### config.mk
export PLATFORM = sky130hd
export DESIGN_NAME = cmd_decider
export DESIGN_NICKNAME = d
export VERILOG_FILES = /design/src/rtl/cmd_decider.sv
export SDC_FILE = /design/constraint.sdc
export NUM_CORES = 1
export LEC_CHECK = 0
export CAP_MARGIN = 20
export CELL_PAD_IN_SITES_DETAIL_PLACEMENT = 0
export CELL_PAD_IN_SITES_GLOBAL_PLACEMENT = 1
export CORE_UTILIZATION = 35
export DETAILED_ROUTE_END_ITERATION = 12
export PLACE_DENSITY = 0.95
export SYNTH_ARGS = -nofsm -noshare
export SYNTH_HDL_FRONTEND = slang
export SYNTH_SLANG_ARGS = --single-unit
### constraint.sdc
create_clock -name clock -period 7.8 [get_ports clock]
set_clock_uncertainty 0.15 [all_clocks]
set_input_delay 1.56 -clock clock [delete_from_list [all_inputs] [get_ports clock]]
set_output_delay 1.56 -clock clock [all_outputs]
set_load 0.02 [all_outputs]
### src/rtl/cmd_decider.sv
// Command decider: sequences capture -> per-channel DTW -> argmin -> reject test.
// Optional macro CONFIDENCE_MARGIN_EN: accept only if min + MARGIN < noise score.
module cmd_decider #(
    parameter int unsigned  N_CH        = 9,
    parameter int unsigned  SCORE_W     = 26,
    parameter int unsigned  TIMEOUT_CYC = 2**20,
    parameter int unsigned  MARGIN      = 0,
    localparam int unsigned CH_W        = $clog2(N_CH)
) (
    input  logic                    clock,
    input  logic                    reset,
    input  logic                    talk,
    output logic                    feat_start,
    input  logic                    feat_done,
    input  logic                    train_en,
    input  logic [CH_W-1:0]         train_sel,
    output logic [N_CH-1:0]         dtw_start,
    output logic [N_CH-1:0]         dtw_train,
    input  logic [N_CH-1:0]         dtw_done,
    input  logic [N_CH*SCORE_W-1:0] dtw_score,
    output logic [CH_W-1:0]         cmd,
    output logic                    cmd_valid,
    output logic                    timeout,
    output logic                    busy
);

    localparam int unsigned CNT_W = $clog2(TIMEOUT_CYC);
    localparam logic [CNT_W-1:0] CNT_LAST = CNT_W'(TIMEOUT_CYC - 1);
    localparam logic [CNT_W-1:0] CNT_PRE  = CNT_W'(TIMEOUT_CYC - 2);
    localparam logic [CH_W-1:0]  CH_FIRST = CH_W'(1);
    localparam logic [CH_W-1:0]  CH_LAST  = CH_W'(N_CH - 1);

`ifdef CONFIDENCE_MARGIN_EN
    localparam logic [SCORE_W:0] MARGIN_EFF = (SCORE_W+1)'(MARGIN);
`else
    localparam logic [SCORE_W:0] MARGIN_EFF = (SCORE_W+1)'(MARGIN) & '0;
`endif

    typedef enum logic [2:0] {
        S_IDLE,
        S_RECORD,
        S_RUN,
        S_SCAN,
        S_DONE
    } state_e;

    state_e              state_q, state_d;
    logic                feat_start_q, feat_start_d;
    logic [N_CH-1:0]     dtw_start_q, dtw_start_d;
    logic [N_CH-1:0]     dtw_train_q, dtw_train_d;
    logic [CH_W-1:0]     cmd_q, cmd_d;
    logic                cmd_valid_q, cmd_valid_d;
    logic                timeout_q, timeout_d;
    logic                busy_q, busy_d;
    logic [N_CH-1:0]     done_seen_q, done_seen_d;
    logic [CNT_W-1:0]    cnt_q, cnt_d;
    logic                train_q, train_d;
    logic [CH_W-1:0]     sel_q, sel_d;
    logic [CH_W-1:0]     scan_ch_q, scan_ch_d;
    logic [SCORE_W-1:0]  min_q, min_d;
    logic [CH_W-1:0]     idx_q, idx_d;

    logic [SCORE_W-1:0]  score_a [N_CH];
    logic                sel_ok_c;
    logic                run_exit_c;
    logic                accept_c;

    // Unpack the flat score bus into one entry per channel
    for (genvar gi = 0; gi < N_CH; gi++) begin : g_score
        assign score_a[gi] = dtw_score[gi*SCORE_W +: SCORE_W];
    end

    assign sel_ok_c   = (32'(train_sel) < N_CH);
    assign run_exit_c = train_q ? done_seen_q[sel_q] : (&done_seen_q);
    assign accept_c   = (({1'b0, min_q} + MARGIN_EFF) < {1'b0, score_a[0]});

    // State and registered outputs
    always_ff @(posedge clock) begin
        if (reset) begin
            state_q      <= S_IDLE;
            feat_start_q <= 1'b0;
            dtw_start_q  <= '0;
            dtw_train_q  <= '0;
            cmd_q        <= '0;
            cmd_valid_q  <= 1'b0;
            timeout_q    <= 1'b0;
            busy_q       <= 1'b0;
            done_seen_q  <= '0;
            cnt_q        <= '0;
            train_q      <= 1'b0;
            sel_q        <= '0;
            scan_ch_q    <= '0;
            min_q        <= '0;
            idx_q        <= '0;
        end else begin
            state_q      <= state_d;
            feat_start_q <= feat_start_d;
            dtw_start_q  <= dtw_start_d;
            dtw_train_q  <= dtw_train_d;
            cmd_q        <= cmd_d;
            cmd_valid_q  <= cmd_valid_d;
            timeout_q    <= timeout_d;
            busy_q       <= busy_d;
            done_seen_q  <= done_seen_d;
            cnt_q        <= cnt_d;
            train_q      <= train_d;
            sel_q        <= sel_d;
            scan_ch_q    <= scan_ch_d;
            min_q        <= min_d;
            idx_q        <= idx_d;
        end
    end

    // Next-state and output decode
    always_comb begin
        state_d      = state_q;
        feat_start_d = 1'b0;
        dtw_start_d  = '0;
        dtw_train_d  = dtw_train_q;
        cmd_d        = '0;
        cmd_valid_d  = 1'b0;
        timeout_d    = 1'b0;
        done_seen_d  = done_seen_q;
        cnt_d        = cnt_q;
        train_d      = train_q;
        sel_d        = sel_q;
        scan_ch_d    = scan_ch_q;
        min_d        = min_q;
        idx_d        = idx_q;

        case (state_q)
            S_IDLE: begin
                if (talk) begin
                    state_d      = S_RECORD;
                    feat_start_d = 1'b1;
                end
            end
            S_RECORD: begin
                if (feat_done) begin
                    done_seen_d = '0;
                    cnt_d       = '0;
                    train_d     = train_en;
                    sel_d       = train_sel;
                    if (!train_en) begin
                        state_d     = S_RUN;
                        dtw_start_d = '1;
                    end else if (sel_ok_c) begin
                        state_d     = S_RUN;
                        dtw_start_d = N_CH'(1) << train_sel;
                        dtw_train_d = dtw_train_q | (N_CH'(1) << train_sel);
                    end else begin
                        state_d = S_IDLE;
                    end
                end
            end
            S_RUN: begin
                done_seen_d = done_seen_q | dtw_done;
                cnt_d       = cnt_q + CNT_W'(1);
                // Timeout pulse is pre-decoded so it lines up with the final RUN cycle
                if (cnt_q == CNT_LAST) begin
                    state_d     = S_IDLE;
                    dtw_train_d = '0;
                end else if (run_exit_c) begin
                    state_d     = train_q ? S_IDLE : S_SCAN;
                    scan_ch_d   = CH_FIRST;
                    dtw_train_d = '0;
                end else if (cnt_q == CNT_PRE) begin
                    timeout_d = 1'b1;
                end
            end
            S_SCAN: begin
                // First channel seeds the minimum; strict < keeps the lower index on ties
                if ((scan_ch_q == CH_FIRST) || (score_a[scan_ch_q] < min_q)) begin
                    min_d = score_a[scan_ch_q];
                    idx_d = scan_ch_q;
                end
                if (scan_ch_q == CH_LAST) begin
                    state_d = S_DONE;
                end else begin
                    scan_ch_d = scan_ch_q + CH_W'(1);
                end
            end
            S_DONE: begin
                cmd_d       = accept_c ? idx_q : '0;
                cmd_valid_d = 1'b1;
                state_d     = S_IDLE;
            end
            default: begin
                state_d     = S_IDLE;
                dtw_train_d = '0;
            end
        endcase

        busy_d = (state_d != S_IDLE);
    end

    assign feat_start = feat_start_q;
    assign dtw_start  = dtw_start_q;
    assign dtw_train  = dtw_train_q;
    assign cmd        = cmd_q;
    assign cmd_valid  = cmd_valid_q;
    assign timeout    = timeout_q;
    assign busy       = busy_q;

endmodule

==> results of run 1 <==
metal layers:
| metal | global-route usage (%) | vias to the layer above | routed length [um] |
|---|---|---|---|
| met5 | 0 | - | 0 |
| met4 | 6.95 | 0 | 545 |
| met3 | 5.39 | 30 | 1620 |
| met2 | 40.9 | 221 | 12300 |
| met1 | 25.3 | 3417 | 9420 |
| li1 | - | 3535 | - |
worst max-delay path by stage:
stage	slack, ps	end	cells after the start
after floorplan	3490	min_q[16]	12
after global placement	1910	idx_q[0]	11
after detailed placement	1890	idx_q[0]	11
after CTS	2210	idx_q[0]	11
after global routing	1880	idx_q[2]	11
final	2190	idx_q[0]	11
state kept, by name (all words and copies together) (netlist names), 9 cells and up:
register,flops
dtw_start,9
done_seen_q,9
cnt_q,20
dtw_train,9
min_q,26
cell type report:
class	instances	area, um^2
Antenna cell	1	2.50
Timing Repair Buffer	285	2850
Sequential cell	97	1950
Fill cell	1888	9720
Multi-Input combinational cell	607	4830
Clock inverter	6	61.3
Tap cell	270	338
Clock buffer	10	239
Inverter	68	255
cells by family (layout without fill, tap and decap cells):
group | count (synthesis) | count (layout) | share of synthesized area (%)
buffers and inverters | 123 | 369 | 7.05
other | 0 | 1 | 0
AND/OR/NAND/NOR | 265 | 265 | 18.9
flip-flops | 97 | 97 | 26.8
AO/OA/AOI/OAI | 200 | 200 | 16.5
XOR/XNOR | 2 | 2 | 0.242
multiplexers | 85 | 85 | 21.0
adder cells (fa/ha/maj) | 55 | 55 | 9.50
worst min-delay path: stages (launching register included):
cell,delay (ps)
dfxtp_1,340
a21oi_1,40
nor2_1,70
synth_stat cells, drive strengths merged (6+ instances only):
master   instances
dfxtp           97
a21oi           91
nand2           74
inv             68
nor3            62
ha              55
o21ai           55
mux4            53
nor2            53
clkbuf          35
mux2i           28
nand3           22
buf             20
nand4           17
a21o             9
o211ai           8
a2111oi          7
a211oi           7
or3              6
stage by stage:
step                      hold slack (ps)  area (um^2)  setup WS (ps)
after detailed placement              314        10200           1890
after global routing                  359        10500           1880
after floorplan                       284         7240           3490
after global placement                310        10200           1910
final                                 330        10500           2190
after CTS                             334        10500           2210
power groups by stage:
stage | Clock, uW | Combinational (uW) | Sequential (uW)
finish | 446 | 271 | 512
global route | 480 | 293 | 513
CTS | 459 | 272 | 512
detailed placement | 0 | 270 | 523
global placement | 0 | 266 | 523
floorplan | 0 | 109 | 522
==> flow_summary.json, run 1 <==
{
  "synth_top_area_share_pct": 26.8,
  "r2r_setup_slack_ps": 2360,
  "ys.flop_type": "dfxtp_1",
  "hp-class": "register to register",
  "clkLatencyLatePin_ps": 360,
  "ys_seq_area_share_pct": 26.8,
  "setup.worst_path.start": "dtw_score[22]",
  "path_clk_slew_ps": 70,
  "fin_nets": 1375,
  "critPathBufInv": 1,
  "cts_root_buf": "clkbuf_16",
  "fp.dieW_um": 146,
  "synthArstFlopShare_pct": 0,
  "p_sw_share_pct": 26.2,
  "vias_per_cell": 5.36,
  "ys_types": 58,
  "worstReg2RegEnd": "idx_q[0]",
  "syn_to_final_growth_pct": 45.2,
  "wl_per_cell_um": 17.8,
  "worst_pin_slew_ps": 1010,
  "worstSetupStartpointType": "primary input",
  "antenna_found_initial": 1,
  "hold_violations": 0,
  "setup_viol": 0,
  "port_buffers": 277,
  "leakage_uw": 0.00378,
  "hold_end": "dtw_train[0]",
  "power.switching_uw": 322,
  "grt_max_degree": 70,
  "cts_tree": "done",
  "syn_avg_cell_area_um2": 8.76,
  "pwr-share-clk_pct": 36.3,
  "syn_nets": 1134,
  "syn_area_mm2": 0.00724,
  "grt_pass1_vias": 7255,
  "r2r_cells": 11,
  "final_common_cell": "clkdlybuf4s50_1",
  "slew_headroom_pct": 32.7,
  "synth_edf_count": 0,
  "ant_nets": 0,
  "dp_hpwl_um": 18300,
  "cts_setup_buffers": 0,
  "syn_inst": 827,
  "placement_rows": 52,
  "rr_startpoint": "scan_ch_q[0]",
  "powerDensity_mw_per_mm2": 117,
  "finalCriticalPeriod_ps": 5610,
  "rsz0062_at_grt": "no",
  "intPower_uw": 906,
  "cp_max_fo": 29,
  "place.gp.congestion": 0.850,
  "min_period_over_period_pct": 71.9,
  "cpMaxStageDelayCell": "o2111ai_4",
  "finalWirelength_um": 23900,
  "io_pins": 278,
  "critPathTopFamily": "compound AO/OA/AOI/OAI gates",
  "outcome": "finished clean",
  "dr.pass1.iters": 4,
  "ys_top_cells_by_area": "dfxtp_1 (27%), mux4_2 (16%), ha_1 (9.5%)",
  "htreeDepth": 3,
  "arrival_ps": 5730,
  "min_from": "dtw_train[0]",
  "fmax_mhz": 178,
  "slowest_delay_ps": 890,
  "core_area_mm2": 0.0202,
  "track_usage_pct": 22.3,
  "drv_cap": 0,
  "drive_above_1_share_pct": 10.9,
  "p_seq_share_pct": 41.7,
  "synth_seq_cells": 97,
  "postLayoutCoreUtil_pct": 52.0,
  "yosysTopAreaCell": "dfxtp_1",
  "worstSetupEndpointType": "register",
  "setup_tns_ps": 0,
  "drv_slew": 0,
  "initial_core_util_pct": 35.8,
  "path_cells": "clkdlybuf4s50_1, mux4_2, mux2i_1, o21ai_0, ha_1, nand4_1, a2111oi_1, nand4_1, o2111ai_4, o21ai_0, a21oi_1",
  "dieHeight_um": 146,
  "peakVddDrop_v": 0.000123,
  "finalNonFillerCells": 1344,
  "dr.first_iter.drc_count": 321,
  "numCtsBuffers": 9,
  "cts.repair.resized": 0,
  "dieArea_mm2": 0.0213,
  "grt_overflow_total": 0,
  "clock_sinks": 97,
  "combPwrFrac_pct": 22.0,
  "grt_pass1_wl_um": 37700,
  "drc": 0,
  "layout_common_cells": "clkdlybuf4s50_1 (276), dfxtp_1 (95), a21oi_1 (91)",
  "hold_depth": 2,
  "vias": 7203,
  "crit_required_ps": 7920,
  "dpl.cell_count": 1326,
  "cts_hold_buf": 0,
  "power_uw": 1230,
  "yosys_warnings": 0,
  "crit_type": "primary input to register",
  "cts.path.max_buffers": 2
}
Power figures use the tool's default switching activity.
==> run 2, diff against run 1 <==
--- a/config.mk
+++ b/config.mk
@@ -8,9 +8,9 @@
 export CAP_MARGIN = 20
 export CELL_PAD_IN_SITES_DETAIL_PLACEMENT = 0
 export CELL_PAD_IN_SITES_GLOBAL_PLACEMENT = 1
-export CORE_UTILIZATION = 35
+export CORE_UTILIZATION = 33
 export DETAILED_ROUTE_END_ITERATION = 12
-export PLACE_DENSITY = 0.95
+export PLACE_DENSITY = 0.92
 export SYNTH_ARGS = -nofsm -noshare
 export SYNTH_HDL_FRONTEND = slang
 export SYNTH_SLANG_ARGS = --single-unit
==> constraint.sdc (replaced) <==
create_clock -name clock -period 5.4 [get_ports clock]
set_clock_uncertainty 0.15 [all_clocks]
set_input_delay 1.08 -clock clock [delete_from_list [all_inputs] [get_ports clock]]
set_output_delay 1.08 -clock clock [all_outputs]
set_load 0.02 [all_outputs]
==> run 2 against run 1 <==
Compared with the run above:
- critical path depth up 1
- register-to-register slack worse by 1700 ps
- non-clock buffer count increased by 5
- first-iteration DRC count is 0.31% lower
- sequential power grew 45%
- cell count increased by 0.67%
- worst setup slack got worse by 1600 ps
- core utilization is 2.5 points lower
- clock-buffer cell count unchanged
- die area rose by 6.0%
==> flow_summary.json, run 2 (synthesized netlist as in run 1, its figures left out) <==
{
  "track_usage_pct": 20.5,
  "clock_sinks": 97,
  "initial_core_util_pct": 34.0,
  "hp-class": "register to register",
  "min_period_over_period_pct": 88.7,
  "leakage_uw": 0.00380,
  "peakVddDrop_v": 0.000171,
  "cp_max_fo": 17,
  "critPathTopFamily": "compound AO/OA/AOI/OAI gates",
  "p_sw_share_pct": 25.2,
  "path_clk_slew_ps": 70,
  "dp_hpwl_um": 18500,
  "place.gp.congestion": 0.805,
  "ant_nets": 0,
  "outcome": "finished clean",
  "fmax_mhz": 209,
  "dieArea_mm2": 0.0225,
  "setup_tns_ps": 0,
  "pwr-share-clk_pct": 35.1,
  "setup_viol": 0,
  "vias": 7138,
  "finalWirelength_um": 23400,
  "worstSetupStartpointType": "primary input",
  "grt_overflow_total": 0,
  "fillerInstances": 2028,
  "port_buffers": 277,
  "crit_type": "primary input to register",
  "slew_headroom_pct": 36.0,
  "power.switching_uw": 439,
  "slowest_delay_ps": 650,
  "finalCriticalPeriod_ps": 4790,
  "design_area_mm2": 0.0105,
  "fin_nets": 1380,
  "cts_setup_buffers": 0,
  "final_common_cell": "clkdlybuf4s50_1",
  "drc": 0,
  "finalNonFillerCells": 1353,
  "grt_pass1_wl_um": 36300,
  "io_pins": 278,
  "cpMaxStageDelayCell": "a2111oi_1",
  "cts.path.max_buffers": 2,
  "drv_cap": 0,
  "cts_tree": "done",
  "core_area_mm2": 0.0213,
  "htreeDepth": 3,
  "reg_top3": "min_q: 26 flops, cnt_q: 20 flops",
  "top_register": "min_q",
  "crit_required_ps": 5520,
  "grt_max_degree": 69,
  "worst_pin_slew_ps": 955,
  "place_area_mm2": 0.0103,
  "syn_to_final_growth_pct": 45.5,
  "rsz0062_at_grt": "no",
  "dr.pass1.iters": 4,
  "numCtsBuffers": 9,
  "crit_top_cell": "nor3_1",
  "post-place-ws_ps": 266,
  "postLayoutSetupSlackWorst_ps": 613,
  "combPwrFrac_pct": 22.4,
  "worstSetupEndpointType": "register",
  "fp.dieW_um": 150,
  "path_cells": "clkdlybuf4s50_1, mux4_2, mux2i_1, o21ai_0, ha_1, nand4_1, a2111oi_1, nand2_1, o22ai_2, buf_4, nor3_1, nor3_1",
  "clkLatencyLatePin_ps": 350,
  "hold_violations": 0,
  "largest_reg_flops": 26,
  "grt_pass1_vias": 7217,
  "dr.first_iter.drc_count": 320,
  "powerDensity_mw_per_mm2": 165,
  "placement_rows": 53,
  "wl_per_cell_um": 17.3,
  "drv_slew": 0,
  "dieHeight_um": 150,
  "antenna_found_initial": 0,
  "dpl.cell_count": 1337,
  "vias_per_cell": 5.28,
  "drive_above_1_share_pct": 11.3,
  "cts_hold_buf": 0,
  "critPathBufInv": 2,
  "layout_common_cells": "clkdlybuf4s50_1 (276), dfxtp_1 (95), a21oi_1 (91)",
  "cts.repair.resized": 0,
  "arrival_ps": 4910,
  "p_seq_share_pct": 42.6,
  "cts_root_buf": "clkbuf_16",
  "n_antenna_cell": 0,
  "intPower_uw": 1300
}
## run 2: worst paths after layout
kind | startpoint | endpoint | slack, ps | cells past startpoint
max | dtw_score[25] | min_q[15] | 610 | 12
min | dtw_train[0] | dtw_train[0] | 330 | 2
max reg2reg | scan_ch_q[2] | min_q[15] | 680 | 13
min reg2reg | dtw_train[0] | dtw_train[0] | 330 | 2
## run 2: cell type report
type | count | area (um^2) | share of cell area, %
clock buffer | 10 | 239 | 2.27
tap | 275 | 344 | 3.27
multi-input combinational | 607 | 4830 | 45.8
sequential | 97 | 1950 | 18.5
clock inverter | 6 | 43.8 | 0.416
timing repair buffer | 290 | 2880 | 27.3
inverter | 68 | 255 | 2.42
## run 2: power by group through the flow
| stage | Sequential (uW) | Clock (uW) | Combinational [uW] |
|---|---|---|---|
| finish | 741 | 610 | 389 |
| CTS | 741 | 623 | 392 |
| global route | 742 | 655 | 425 |
| floorplan | 753 | 0 | 157 |
| detailed placement | 757 | 0 | 390 |
| global placement | 757 | 0 | 383 |
## run 2: per-stage QoR
step	util (%)	total power (uW)	hold WS (ps)
4_1_cts	49.5	1760	334
3_3_place_gp	48.2	1140	304
2_1_floorplan	-	910	284
5_1_grt	49.5	1820	363
3_5_place_dp	48.2	1150	311
6_report	49.5	1740	331
## run 2: metal layers
metal  vias up  share of wire [%]  track usage (%)
met2       194                 52             39.1
met1      3378                 40             23.1
met4         0                1.4             4.60
met3        25                6.9             4.27
met5         -                  0                0
li1       3541                  -                -
## run 2: worst min-delay path, cell delays in order (launching register included)
cell,delay (ps)
dfxtp_1,340
a21oi_1,40
nor2_1,70
==> RTL change 1, RTL diff (config.mk and constraints of run 2) <==
Register the inputs `talk`, `feat_done`, `train_en`, `train_sel`, `dtw_done` and `dtw_score` before use, with the module's reset. The logic sees them one clock later.
--- a/src/rtl/cmd_decider.sv
+++ b/src/rtl/cmd_decider.sv
@@ -44,6 +44,31 @@
         S_DONE
     } state_e;
 
+    logic talk_q;
+    logic feat_done_q;
+    logic train_en_q;
+    logic [CH_W-1:0] train_sel_q;
+    logic [N_CH-1:0] dtw_done_q;
+    logic [N_CH*SCORE_W-1:0] dtw_score_q;
+
+    always_ff @(posedge clock) begin
+        if (reset) begin
+            talk_q      <= '0;
+            feat_done_q <= '0;
+            train_en_q  <= '0;
+            train_sel_q <= '0;
+            dtw_done_q  <= '0;
+            dtw_score_q <= '0;
+        end else begin
+            talk_q      <= talk;
+            feat_done_q <= feat_done;
+            train_en_q  <= train_en;
+            train_sel_q <= train_sel;
+            dtw_done_q  <= dtw_done;
+            dtw_score_q <= dtw_score;
+        end
+    end
+
     state_e              state_q, state_d;
     logic                feat_start_q, feat_start_d;
     logic [N_CH-1:0]     dtw_start_q, dtw_start_d;
@@ -67,10 +92,10 @@
 
     // Unpack the flat score bus into one entry per channel
     for (genvar gi = 0; gi < N_CH; gi++) begin : g_score
-        assign score_a[gi] = dtw_score[gi*SCORE_W +: SCORE_W];
-    end
-
-    assign sel_ok_c   = (32'(train_sel) < N_CH);
+        assign score_a[gi] = dtw_score_q[gi*SCORE_W +: SCORE_W];
+    end
+
+    assign sel_ok_c   = (32'(train_sel_q) < N_CH);
     assign run_exit_c = train_q ? done_seen_q[sel_q] : (&done_seen_q);
     assign accept_c   = (({1'b0, min_q} + MARGIN_EFF) < {1'b0, score_a[0]});
 
@@ -130,31 +155,31 @@
 
         case (state_q)
             S_IDLE: begin
-                if (talk) begin
+                if (talk_q) begin
                     state_d      = S_RECORD;
                     feat_start_d = 1'b1;
                 end
             end
             S_RECORD: begin
-                if (feat_done) begin
+                if (feat_done_q) begin
                     done_seen_d = '0;
                     cnt_d       = '0;
-                    train_d     = train_en;
-                    sel_d       = train_sel;
-                    if (!train_en) begin
+                    train_d     = train_en_q;
+                    sel_d       = train_sel_q;
+                    if (!train_en_q) begin
                         state_d     = S_RUN;
                         dtw_start_d = '1;
                     end else if (sel_ok_c) begin
                         state_d     = S_RUN;
-                        dtw_start_d = N_CH'(1) << train_sel;
-                        dtw_train_d = dtw_train_q | (N_CH'(1) << train_sel);
+                        dtw_start_d = N_CH'(1) << train_sel_q;
+                        dtw_train_d = dtw_train_q | (N_CH'(1) << train_sel_q);
                     end else begin
                         state_d = S_IDLE;
                     end
                 end
             end
             S_RUN: begin
-                done_seen_d = done_seen_q | dtw_done;
+                done_seen_d = done_seen_q | dtw_done_q;
                 cnt_d       = cnt_q + CNT_W'(1);
                 // Timeout pulse is pre-decoded so it lines up with the final RUN cycle
                 if (cnt_q == CNT_LAST) begin
Check against the original RTL: not equivalent (Yosys sat finds a counterexample within 4 cycles, from zero or initial values and one cycle with reset high).
==> RTL change 1 against run 2 <==
Area after synthesis up 93%. Final area up 76%. Clock power rose to 4.5 times the old value. Critical path depth up 1. Non-clock buffer count down 4. Total power rose to 3.4 times the old value. Setup slack better by 480 ps. Cell count up 58%. Die area up 92%. Synthesized cell count up 61%. Sequential cell count up 250. Sequential power rose to 3.7 times the old value. Wire length up 55%. Critical endpoint is now min_q[25]$_SDFFE_PP0P_.
==> RTL change 1: results (changes against run 2) <==
stage	metric	value	unit	change
status	status	completed		unchanged
global_routing	use_met2	0.290		was 0.391
worst_hold_path	min_to	cmd[1]$_SDFF_PP0_		was dtw_train[0]$_SDFFE_PP0P_
critical_path	cp_slowest_stage_delay	510	ps	was 650 ps
final_layout	multi_input_area	6460	um^2	was 4830 um^2
global_routing	first_global_vias	10506		was 7217
yosys	ys_types	62		was 58
timing	whs	303	ps	was 331 ps
critical_path	cp.arrival	4620	ps	was 4910 ps
yosys	syn_nets	1635		was 1134
final_layout	largestRegisters	dtw_score_q: 234 flops, min_q: 26 flops, cnt_q: 20 flops		was min_q: 26 flops, cnt_q: 20 flops
final_layout	fin_nets	1883		was 1380
yosys	synthMuxAreaShare	0.128		was 0.210
critical_path	r2r_setup_slack	1090	ps	was 680 ps
global_routing	grt_first_pass_wirelength	56800	um	was 36300 um
global_routing	grt_max_degree	211		was 69
final_layout	clkbuf_count	53		was 10
cts	cts.htree.levels	2		was 3
final_layout	inv_count	61		was 68
global_routing	met3_usage	0.0268		was 0.0427
placed_design	dpl.hpwl	27000	um	was 18500 um
pwr	finalPower	0.00591	W	was 0.00174 W
critical_path	crit_family	multiplexers		was compound AO/OA/AOI/OAI gates
critical_path	slowest_stage	mux4_2		was a2111oi_1
final_layout	final_cell_count_no_fill	2144		was 1353
critical_path	rr_startpoint	scan_ch_q[0]$_SDFFE_PP0P_		was scan_ch_q[2]$_SDFFE_PP0P_
global_routing	grt_use_total	0.168		was 0.205
yosys	syn_inst	1328		was 827
timing	worst_slack	1090	ps	was 613 ps
cts	clk_path_buf_depth	3		was 2
placed_design	place_ws	812	ps	was 266 ps
timing	slew_headroom	0.367		was 0.360
cts	clk_latency	550	ps	was 350 ps
yosys	synthAdderAreaFrac	0.0492		was 0.0950
detailed_routing	wl_met1	15700	um	was 9310 um
cts	clock_sinks	347		was 97
yosys	synth_compound_area_frac	0.0704		was 0.165
critical_path	cp_max_fo	47		was 17
detailed_routing	wl_met3	1630	um	was 1610 um
global_routing	met1_usage	0.207		was 0.231
critical_path	critical_path.endpoint	min_q[25]$_SDFFE_PP0P_		was min_q[15]$_SDFFE_PP0P_
worst_hold_path	worstHoldStart	idx_q[1]$_SDFFE_PP0P_		was dtw_train[0]$_SDFFE_PP0P_
pwr	peakVddDrop	0.000258	V	was 0.000171 V
yosys	synth_area_leaders	dfxtp_1, nor2b_1, mux4_2		was dfxtp_1, mux4_2, ha_1
final_layout	seq_area_frac	0.375		was 0.185
==> RTL change 1: cell count changes after synthesis, sizes merged, moves of 7 or more <==
cell,before,now
a31oi,4,12
dfxtp,97,347
inv,68,61
nor3,62,5
nand2b,4,63
a21oi,91,47
o21ai,55,38
mux2i,28,61
nor2b,4,258
clkbuf,35,58
==> RTL change 1: worst register-to-register path, stage by stage (launching register included) <==
cell and delay, ps:
dfxtp_4 470, buf_16 310, buf_4 330, mux4_2 510, mux2i_1 170, o21ai_0 140
ha_1 340, and4_1 210, and2_1 170, a221oi_1 260, o22ai_1 160, nor4_4 470
buf_12 290, mux2i_1 270
==> RTL change 1: where the power goes <==
part	total, W	switching, W	internal (W)	leakage, nW
sequential	0.00271	0.0000455	0.00266	2.87
clock	0.00273	0.00105	0.00169	0.651
combinational	0.000468	0.000178	0.000289	3.24
total	0.00591	0.00127	0.00464	6.76
==> RTL change 2, RTL diff (settings of run 2) <==
Without the edit above. Set the parameter `SCORE_W` to 13 (it was 26).
--- a/src/rtl/cmd_decider.sv
+++ b/src/rtl/cmd_decider.sv
@@ -2,7 +2,7 @@
 // Optional macro CONFIDENCE_MARGIN_EN: accept only if min + MARGIN < noise score.
 module cmd_decider #(
     parameter int unsigned  N_CH        = 9,
-    parameter int unsigned  SCORE_W     = 26,
+    parameter int unsigned  SCORE_W     = 13,
     parameter int unsigned  TIMEOUT_CYC = 2**20,
     parameter int unsigned  MARGIN      = 0,
     localparam int unsigned CH_W        = $clog2(N_CH)
Ports: changed (resized dtw_score); port bits go from 278 to 161. The function was not compared with the original's and may differ.
==> RTL change 2 against run 2 <==
Sequential cell count down 13. Core utilization down 1.3 points. First-iteration DRC count down 1.3%. Setup slack better by 300 ps. Count of clock-buffer cells in the layout unchanged. Area after synthesis down 32%. Sequential share of layout area up 5.5 points. Wire length down 41%. Total power down 7.4%. Final area down 33%. Global-route usage down 2.6 points. Critical endpoint is now min_q[2]$_SDFFE_PP0P_. Largest power group is now the clock network. Highest routed layer unchanged.
==> RTL change 2: results (changes against run 2) <==
stage	metric	value	unit	change
placed_design	dp.cells	850		was 1337
timing	whs	324	ps	was 331 ps
worst_hold_path	min_path_cells	1		was 2
critical_path	slowest_stage	a311oi_4		was a2111oi_1
final_layout	fillers	1317		was 2028
critical_path	cp_max_fo	15		was 17
final_layout	utilization	0.482		was 0.495
global_routing	use_met2	0.320		was 0.391
cts	clk_latency	330	ps	was 350 ps
worst_hold_path	min_to	idx_q[1]$_SDFFE_PP0P_		was dtw_train[0]$_SDFFE_PP0P_
yosys	syn_area_per_cell	9.25	um^2	was 8.76 um^2
detailed_routing	wl_met2	7060	um	was 12100 um
global_routing	met3_usage	0.0322		was 0.0427
global_routing	grt_use_total	0.179		was 0.205
detailed_routing	num_vias	4573		was 7138
placed_design	portBuffers	160		was 277
final_layout	inv_count	34		was 68
final_layout	register_area	1680	um^2	was 1950 um^2
worst_hold_path	worstHoldStart	idx_q[1]$_SDFFE_PP0P_		was dtw_train[0]$_SDFFE_PP0P_
final_layout	layout-drive-gt1-share	0.0922		was 0.113
pwr	power_leakage	2.58	nW	was 3.80 nW
placed_design	dpl.hpwl	10900	um	was 18500 um
critical_path	rr_startpoint	scan_ch_q[0]$_SDFFE_PP0P_		was scan_ch_q[2]$_SDFFE_PP0P_
timing	period_share	0.830		was 0.887
critical_path	r2r_setup_slack	1030	ps	was 680 ps
critical_path	reg2regPathDepth	11		was 13
detailed_routing	wl_per_cell	15.8	um	was 17.3 um
placed_design	placed_cell_area	6650	um^2	was 10300 um^2
placed_design	place_ws	589	ps	was 266 ps
pwr	internal_power	0.00127	W	was 0.00130 W
critical_path	cp.arrival	4600	ps	was 4910 ps
yosys	yosysSeqAreaShare	0.340		was 0.268
final_layout	comb.multi_input.count	385		was 607
critical_path	cp-startpoint	dtw_score[2]		was dtw_score[25]
global_routing	first_global_vias	4692		was 7217
final_layout	clk_share	0.0520		was 0.0268
detailed_routing	drt_iter0_drc	316		was 320
pwr	peakVddDrop	0.000151	V	was 0.000171 V
timing	slew_headroom	0.367		was 0.360
final_layout	nonClockBufferCount	164		was 290
status	status	completed		unchanged
final_layout	largestRegisters	cnt_q: 20 flops, min_q: 13 flops		was min_q: 26 flops, cnt_q: 20 flops
critical_path	cp_slowest_stage_delay	680	ps	was 650 ps
final_layout	fin_nets	842		was 1380
placed_design	gp_congestion	0.828		was 0.805
detailed_routing	wl_met1	6020	um	was 9310 um
RTL change 2: kinds of logic (layout without fill, tap and decap cells):
family / count (synthesis) / after routing / share of synthesized area
AO/OA/AOI/OAI: 121 / 121 / 0.162
XOR/XNOR: 3 / 3 / 0.00531
adder cells (fa/ha/maj): 29 / 29 / 0.0733
buffers and inverters: 66 / 214 / 0.0554
flip-flops: 84 / 84 / 0.340
multiplexers: 47 / 47 / 0.163
AND/OR/NAND/NOR: 185 / 185 / 0.202
RTL change 2: power by group through the flow:
| stage | combinational [W] | clock, W | sequential (W) |
|---|---|---|---|
| after floorplan | 0.0000992 | 0 | 0.000653 |
| after global placement | 0.000221 | 0 | 0.000654 |
| after detailed placement | 0.000229 | 0 | 0.000654 |
| after CTS | 0.000230 | 0.000754 | 0.000641 |
| after global routing | 0.000250 | 0.000784 | 0.000642 |
| final | 0.000230 | 0.000741 | 0.000641 |
